[src/rtl/shake_pkg.sv]
// shake_pkg: shared constants, state type and helpers for the SHAKE block loader.
package shake_pkg;

    localparam int WORD_WIDTH          = 64;
    localparam int SHAKE128_RATE_WORDS = 21;
    localparam int SHAKE256_RATE_WORDS = 17;
    localparam int MAX_RATE_WORDS      = SHAKE128_RATE_WORDS;
    localparam int BLOCK_WIDTH         = WORD_WIDTH * MAX_RATE_WORDS;
    localparam int BLOCK_BYTES         = BLOCK_WIDTH / 8;

    localparam logic [7:0] PAD_BYTE = 8'h1F;
    localparam logic [7:0] PAD_LAST = 8'h80;

    typedef enum logic [1:0] {
        StIdle,
        StAbsorb,
        StPad,
        StFlush
    } load_state_e;

    // Rate in 64-bit words for the selected SHAKE variant (0: SHAKE128, 1: SHAKE256).
    function automatic logic [4:0] rate_words(input logic mode);
        return mode ? 5'(SHAKE256_RATE_WORDS) : 5'(SHAKE128_RATE_WORDS);
    endfunction

    // Keeps bytes 0..nbytes-1 of a word, zeroes the rest.
    function automatic logic [WORD_WIDTH-1:0] byte_mask(input logic [3:0] nbytes);
        logic [WORD_WIDTH-1:0] mask;
        mask = '0;
        for (int k = 0; k < 8; k++) begin
            mask[k*8 +: 8] = (4'(k) < nbytes) ? 8'hFF : 8'h00;
        end
        return mask;
    endfunction

endpackage

[src/rtl/pad_unit.sv]
// pad_unit: applies SHAKE pad10*1 with domain byte to a rate block.
// Bytes at and above p_i are expected to be zero on entry.
module pad_unit
    import shake_pkg::*;
(
    input  logic [BLOCK_WIDTH-1:0] block_i,
    input  logic [7:0]             p_i,
    input  logic [4:0]             rate_i,
    output logic [BLOCK_WIDTH-1:0] block_o
);

    logic [7:0] last_byte;

    // Write the domain byte at p_i and OR the final-bit marker into the last rate byte.
    always_comb begin
        last_byte = {rate_i, 3'b000} - 8'd1;
        block_o   = block_i;
        for (int k = 0; k < BLOCK_BYTES; k++) begin
            if (p_i == 8'(k)) begin
                block_o[k*8 +: 8] = PAD_BYTE;
            end
            if (last_byte == 8'(k)) begin
                block_o[k*8 +: 8] = block_o[k*8 +: 8] | PAD_LAST;
            end
        end
    end

endmodule

[src/rtl/load_fsm.sv]
// load_fsm: collects 64-bit message words into SHAKE128/256 rate blocks and hands
// them to the permutation stage. Define LOAD_PAD_EN to pad in hardware; without it
// the input is assumed already padded and last_bytes_in is ignored.
module load_fsm
    import shake_pkg::*;
(
    input  logic                   clk,
    input  logic                   rst,
    input  logic                   valid_in,
    output logic                   ready_out,
    input  logic [63:0]            data_in,
    input  logic                   last_in,
    input  logic [3:0]             last_bytes_in,
    input  logic                   mode_in,
    output logic [BLOCK_WIDTH-1:0] block_out,
    output logic                   block_valid_out,
    input  logic                   block_ready_in,
    output logic                   last_block_out,
    output logic                   mode_out
);

    load_state_e            state_q, state_d;
    logic [4:0]             cnt_q, cnt_d;
    logic [BLOCK_WIDTH-1:0] buf_q, buf_d;
    logic                   mode_q, mode_d;
    logic                   last_q, last_d;

    logic                   in_ready;
    logic                   accept;
    logic [4:0]             idx;
    logic [4:0]             rate;
    logic [WORD_WIDTH-1:0]  word;

`ifdef LOAD_PAD_EN
    logic                   pad_pending_q, pad_pending_d;
    logic [7:0]             pad_p_q, pad_p_d;
    logic [3:0]             lb;
    logic [BLOCK_WIDTH-1:0] padded;

    pad_unit u_pad_unit (
        .block_i (buf_q),
        .p_i     (pad_p_q),
        .rate_i  (rate_words(mode_q)),
        .block_o (padded)
    );
`else
    logic unused_last_bytes;
    assign unused_last_bytes = ^last_bytes_in;
`endif

    assign in_ready = (state_q == StIdle) || (state_q == StAbsorb);

    // Next-state logic: word capture, block completion, padding and handoff.
    always_comb begin
        state_d = state_q;
        cnt_d   = cnt_q;
        buf_d   = buf_q;
        mode_d  = mode_q;
        last_d  = last_q;
`ifdef LOAD_PAD_EN
        pad_pending_d = pad_pending_q;
        pad_p_d       = pad_p_q;
        lb            = (last_bytes_in > 4'd8) ? 4'd8 : last_bytes_in;
`endif
        accept = in_ready && valid_in;
        // The first word of a message uses the incoming mode before it is latched.
        idx    = (state_q == StIdle) ? 5'd0 : cnt_q;
        rate   = rate_words((state_q == StIdle) ? mode_in : mode_q);
        word   = data_in;
`ifdef LOAD_PAD_EN
        if (last_in) begin
            word = data_in & byte_mask(lb);
        end
`endif

        unique case (state_q)
            StIdle, StAbsorb: begin
                if (accept) begin
                    if (state_q == StIdle) begin
                        mode_d = mode_in;
                    end
                    for (int i = 0; i < MAX_RATE_WORDS; i++) begin
                        if (idx == 5'(i)) begin
                            buf_d[i*WORD_WIDTH +: WORD_WIDTH] = word;
                        end
                    end
                    cnt_d = idx + 5'd1;
                    if (last_in) begin
`ifdef LOAD_PAD_EN
                        if ((idx == rate - 5'd1) && (lb == 4'd8)) begin
                            // Message ends on the block boundary: padding needs a fresh block.
                            state_d       = StFlush;
                            last_d        = 1'b0;
                            pad_pending_d = 1'b1;
                        end else begin
                            state_d = StPad;
                            pad_p_d = {idx, 3'b000} + {4'b0000, lb};
                        end
`else
                        state_d = StFlush;
                        last_d  = 1'b1;
`endif
                    end else if (idx == rate - 5'd1) begin
                        state_d = StFlush;
                        last_d  = 1'b0;
                    end else begin
                        state_d = StAbsorb;
                    end
                end
            end
            StPad: begin
`ifdef LOAD_PAD_EN
                buf_d   = padded;
                last_d  = 1'b1;
                state_d = StFlush;
`else
                state_d = StIdle;
`endif
            end
            StFlush: begin
                if (block_ready_in) begin
                    buf_d  = '0;
                    cnt_d  = 5'd0;
                    last_d = 1'b0;
`ifdef LOAD_PAD_EN
                    if (pad_pending_q) begin
                        state_d       = StPad;
                        pad_p_d       = 8'd0;
                        pad_pending_d = 1'b0;
                    end else if (last_q) begin
                        state_d = StIdle;
                    end else begin
                        state_d = StAbsorb;
                    end
`else
                    state_d = last_q ? StIdle : StAbsorb;
`endif
                end
            end
            default: state_d = StIdle;
        endcase
    end

    // State registers with synchronous reset; reset abandons any partial message.
    always_ff @(posedge clk) begin
        if (rst) begin
            state_q <= StIdle;
            cnt_q   <= '0;
            buf_q   <= '0;
            mode_q  <= 1'b0;
            last_q  <= 1'b0;
`ifdef LOAD_PAD_EN
            pad_pending_q <= 1'b0;
            pad_p_q       <= '0;
`endif
        end else begin
            state_q <= state_d;
            cnt_q   <= cnt_d;
            buf_q   <= buf_d;
            mode_q  <= mode_d;
            last_q  <= last_d;
`ifdef LOAD_PAD_EN
            pad_pending_q <= pad_pending_d;
            pad_p_q       <= pad_p_d;
`endif
        end
    end

    // Handshake outputs are forced low while reset is held.
    assign ready_out       = in_ready && !rst;
    assign block_valid_out = (state_q == StFlush) && !rst;
    assign last_block_out  = last_q && !rst;
    assign mode_out        = mode_q && !rst;
    assign block_out       = buf_q;

endmodule
[config.mk]
export PLATFORM = sky130hd
export DESIGN_NAME = load_fsm
export DESIGN_NICKNAME = d
export VERILOG_FILES = /design/src/rtl/shake_pkg.sv /design/src/rtl/pad_unit.sv /design/src/rtl/load_fsm.sv
export SDC_FILE = /design/constraint.sdc
export NUM_CORES = 2
export LEC_CHECK = 0
export ABC_CLOCK_PERIOD_IN_PS = 2600
export CAP_MARGIN = 10
export CORE_AREA = 2 2 547 549
export CTS_BUF_LIST = sky130_fd_sc_hd__clkbuf_8
export DETAILED_ROUTE_END_ITERATION = 7
export DIE_AREA = 0 0 549 551
export PLACE_DENSITY = 0.33
export SLEW_MARGIN = 5
export SYNTH_ARGS = -nofsm -noshare
export SYNTH_HDL_FRONTEND = slang
export SYNTH_HIERARCHICAL = 1
export SYNTH_SLANG_ARGS = --single-unit
[constraint.sdc]
create_clock -name clk -period 2.6 [get_ports clk]
set_clock_uncertainty 0.1 [all_clocks]
set_input_delay 0.52 -clock clk [delete_from_list [all_inputs] [get_ports clk]]
set_output_delay 0.52 -clock clk [all_outputs]
set_load 0.05 [all_outputs]
==> flow_summary_export.csv <==
group,metric,value,unit
run_status,status,"finished clean",
critical_path,cp_max_fo,52,
detailed_routing,drc,0,
critical_path,crit_required,1980,ps
floorplanning,die_h,551,um
placement,pre_cts_slack,-244,ps
critical_path,crit_path_end,"mode_out",
clock_tree,cts_made_buffers,281,
clock_tree,htree_levels,5,
critical_path,cp-startpoint,"rst",
synthesis,synth.distinct_cells,39,
power,p_per_area,604,nW/um2
clock_tree,clockBufferDepth,4,
clock_tree,path_clk_slew,50,ps
global_route,grt_pass1_vias,41300,
timing,tightest_slew,920,ps
critical_path,start_kind,"primary input",
worst_hold_path,hold_class,"in -> reg",
global_route,grt_max_degree,190,
critical_path,timing.rr.start,"state_q[0]$_SDFFE_PP0P_",
critical_path,rr_endpoint,"block_out[1005]$_SDFFE_PP0P_",
power,p_int,33.9,mW
synthesis,syn-num-nets,4687,
placement,place_congestion,0.779,
floorplanning,die-area,302000,um2
placement,numPortBuffers,1417,
detailed_routing,ant_nets,0,
final_layout,syn_to_final_growth,53.6,%
timing,setup_slack,31.2,ps
timing,slew_violations,0,
floorplanning,core-area,296000,um2
global_route,antenna_found_initial,47,
detailed_routing,first_pass_iters,5,
worst_hold_path,holdPathStages,3,
critical_path,cp_num_buf_inv,4,
power,power_frac_comb,10.4,%
timing,relSlewSlack,38.7,%
clock_tree,clkLatencyLatePin,950,ps
synthesis,postSynthAreaPerCell,11.2,um2
detailed_routing,drtIter0Drc,2123,
critical_path,critPathArrivalTime,1950,ps
timing,setup-violations-final,0,
critical_path,worstSetupEndpointType,"output pin",
floorplanning,initial_utilization,17.4,%
timing,tns,0,ps
timing,hold_viol,0,
clock_tree,clock_sinks,1353,
synthesis,seq_area_frac_synth,52.4,%
critical_path,critical_path_class,"in -> out",
clock_tree,cts_tree,"yes",
detailed_routing,wl,294000,um
floorplanning,die_width,549,um
power,p_leak,36.8,nW
global_route,grt_first_pass_wirelength,387000,um
detailed_routing,wl_per_cell,28.4,um
critical_path,path_delay_family,"buffers and inverters",
global_route,grt_overflow,0,
detailed_routing,vias_per_cell,3.89,
power,p_clk_share,45.3,%
power,p_seq_share,44.3,%
power,ir_drop,0.000365,V
critical_path,worstSetupPathDepth,5,
critical_path,cp_slowest_cell,"dlygate4sd3_1",
timing,min_period_over_period,98.8,%
synthesis,synth_ff_type,"dfxtp_1",
synthesis,synth.cell_area,51700,um2
detailed_routing,vias,40300,
critical_path,path_cells,"dlygate4sd3_1 > buf_8 > buf_16 > nor2b_1 > buf_4",
critical_path,max_stage_delay,620,ps
flow_run,cap_violations,0,
synthesis,synth_edf_count,0,
power,power.switching,14.0,mW
power,p_sw_share,29.3,%
synthesis,yosys_warnings,6,
placement,hpwlAfterDp,211000,um
critical_path,reg2reg_depth,11,
clock_tree,cts_root_buf,"clkbuf_8",
floorplanning,rows,200,
synthesis,ys_seq_elements,1353,
timing,fmax,0.389,GHz
synthesis,synthArstFlopShare,0,%
synthesis,syn_inst,4608,
final_layout,drive_above_1_share,28.3,%
final_layout,fin_nets,6324,
floorplanning,io_pins,1422,
global_route,grt_usage,18.7,%
critical_path,r2r_setup_slack,160,ps
timing,timing.final.crit_period,2570,ps
-- cells in the final DEF (no fill, tap or decap), types with 37 or more instances in the layout --
| cell | count |
|---|---|
| a21oi_1 | 70 |
| a32o_2 | 60 |
| buf_12 | 143 |
| buf_4 | 268 |
| clkbuf_8 | 318 |
| clkdlybuf4s15_1 | 235 |
| clkdlybuf4s15_2 | 893 |
| clkdlybuf4s50_1 | 68 |
| dfxtp_1 | 1351 |
| dlygate4sd2_1 | 128 |
| inv_1 | 101 |
| mux2i_1 | 1216 |
| nand2_2 | 37 |
| nand2b_1 | 1219 |
| nand3_1 | 131 |
-- worst register-to-register path: cells and delay by family, from the launching register on --
family	cells	cell delay, ps
adder cells (fa/ha/maj)	2	420
AO/OA/AOI/OAI	1	70
AND/OR/NAND/NOR	5	1000
flip-flops	1	330
buffers and inverters	3	390
-- logic make-up (layout without fill, tap and decap cells) --
family	Yosys count	after routing	synth area share, %
AOI/OAI and AO/OA	164	164	2.50
other	0	15	0
muxes	1217	1217	23.6
adders and majority gates	5	5	0.121
buffers and inverters	411	2215	4.31
DFF	1353	1353	52.4
and+or+nand+nor	1456	1456	17.1
xor gates and xnor gates	2	2	0.0339
-- synthesized netlist by cell type (2+ instances only) --
| cell type | number | area, um2 |
|---|---|---|
| a21oi_1 | 71 | 355 |
| a221oi_1 | 5 | 43.8 |
| a31oi_1 | 16 | 100 |
| a32o_1 | 5 | 50.1 |
| a32o_2 | 60 | 676 |
| and3b_1 | 4 | 35.0 |
| and4b_1 | 2 | 20.0 |
| and4bb_2 | 3 | 37.5 |
| buf_1 | 10 | 37.5 |
| buf_2 | 22 | 110 |
| buf_4 | 111 | 833 |
| buf_6 | 32 | 360 |
| clkbuf_1 | 233 | 875 |
| dfxtp_1 | 1353 | 27100 |
| ha_1 | 5 | 62.6 |
| inv_1 | 3 | 11.3 |
| mux2i_1 | 1217 | 12200 |
| nand2_1 | 72 | 270 |
| nand2b_1 | 1219 | 7630 |
| nand3_1 | 134 | 671 |
| nor2_1 | 4 | 15.0 |
| nor2b_1 | 3 | 18.8 |
| nor3b_1 | 5 | 37.5 |
| o21ai_0 | 3 | 15.0 |
| xor2_1 | 2 | 17.5 |
-- power groups by stage --
stage | Combinational (mW) | Sequential [mW] | Clock [mW]
2_1_floorplan | 1.49 | 22.7 | 0
3_3_place_gp | 5.19 | 21.7 | 0
3_5_place_dp | 5.18 | 21.7 | 0
4_1_cts | 5.12 | 21.2 | 22.7
5_1_grt | 5.20 | 21.3 | 23.6
6_report | 4.99 | 21.2 | 21.7
-- flip-flops by register name, indices dropped and copies added, names as in the netlist --
register   flops
last_q         1
state_q        2
mode_q         1
block_out   1344
cnt_q          5
-- metal layers --
| layer | track usage (%) | wire length, um |
|---|---|---|
| met4 | 4.97 | 7900 |
| met1 | 22.1 | 122000 |
| met3 | 7.86 | 28100 |
| met5 | 0 | 0 |
| met2 | 30.8 | 137000 |
-- timing repair --
item,in CTS,in global routing
pin swaps,4,4
gates cloned,0,2
setup endpoints to repair,1368,61
hold endpoints to repair,43,0
gates resized for setup,3320,26
buffers inserted,3,8
hold buffers,5,0
-- through the flow --
step / utilization, % / std cells / hold slack [ps] / power, mW / instance area (um2)
finish: 26.8 / 10400 / 117 / 47.9 / 79400
global route: 26.8 / 10400 / 66.0 / 50.1 / 79400
floorplan: - / 4608 / 362 / 24.2 / 51700
global placement: 24.7 / 9883 / 355 / 26.9 / 73100
detailed placement: 24.7 / 9883 / 356 / 26.9 / 73100
CTS: 26.7 / 10300 / 2.61 / 49.1 / 79200
-- how the worst min path moves through the flow --
stage	from	endpoint	slack [ps]
after floorplan	cnt_q[1]$_SDFFE_PP0P_	cnt_q[1]$_SDFFE_PP0P_	360
after global placement	block_out[1318]$_SDFFE_PP0P_	block_out[1318]$_SDFFE_PP0P_	360
after detailed placement	block_out[960]$_SDFFE_PP0P_	block_out[960]$_SDFFE_PP0P_	360
after CTS	data_in[17]	block_out[977]$_SDFFE_PP0P_	3
after global routing	data_in[30]	block_out[990]$_SDFFE_PP0P_	70
final	data_in[17]	block_out[977]$_SDFFE_PP0P_	120
-- cell type report --
class / instances / area, um2
Fill cell: 31300 / 217000
Sequential cell: 1353 / 27100
Multi-Input combinational cell: 2844 / 22800
Timing Repair Buffer: 1762 / 19400
Tap cell: 3939 / 4930
Clock buffer: 318 / 4380
Clock inverter: 132 / 708
Antenna cell: 15 / 37.5
Inverter: 3 / 11.3
Power figures use the tool's default switching activity.
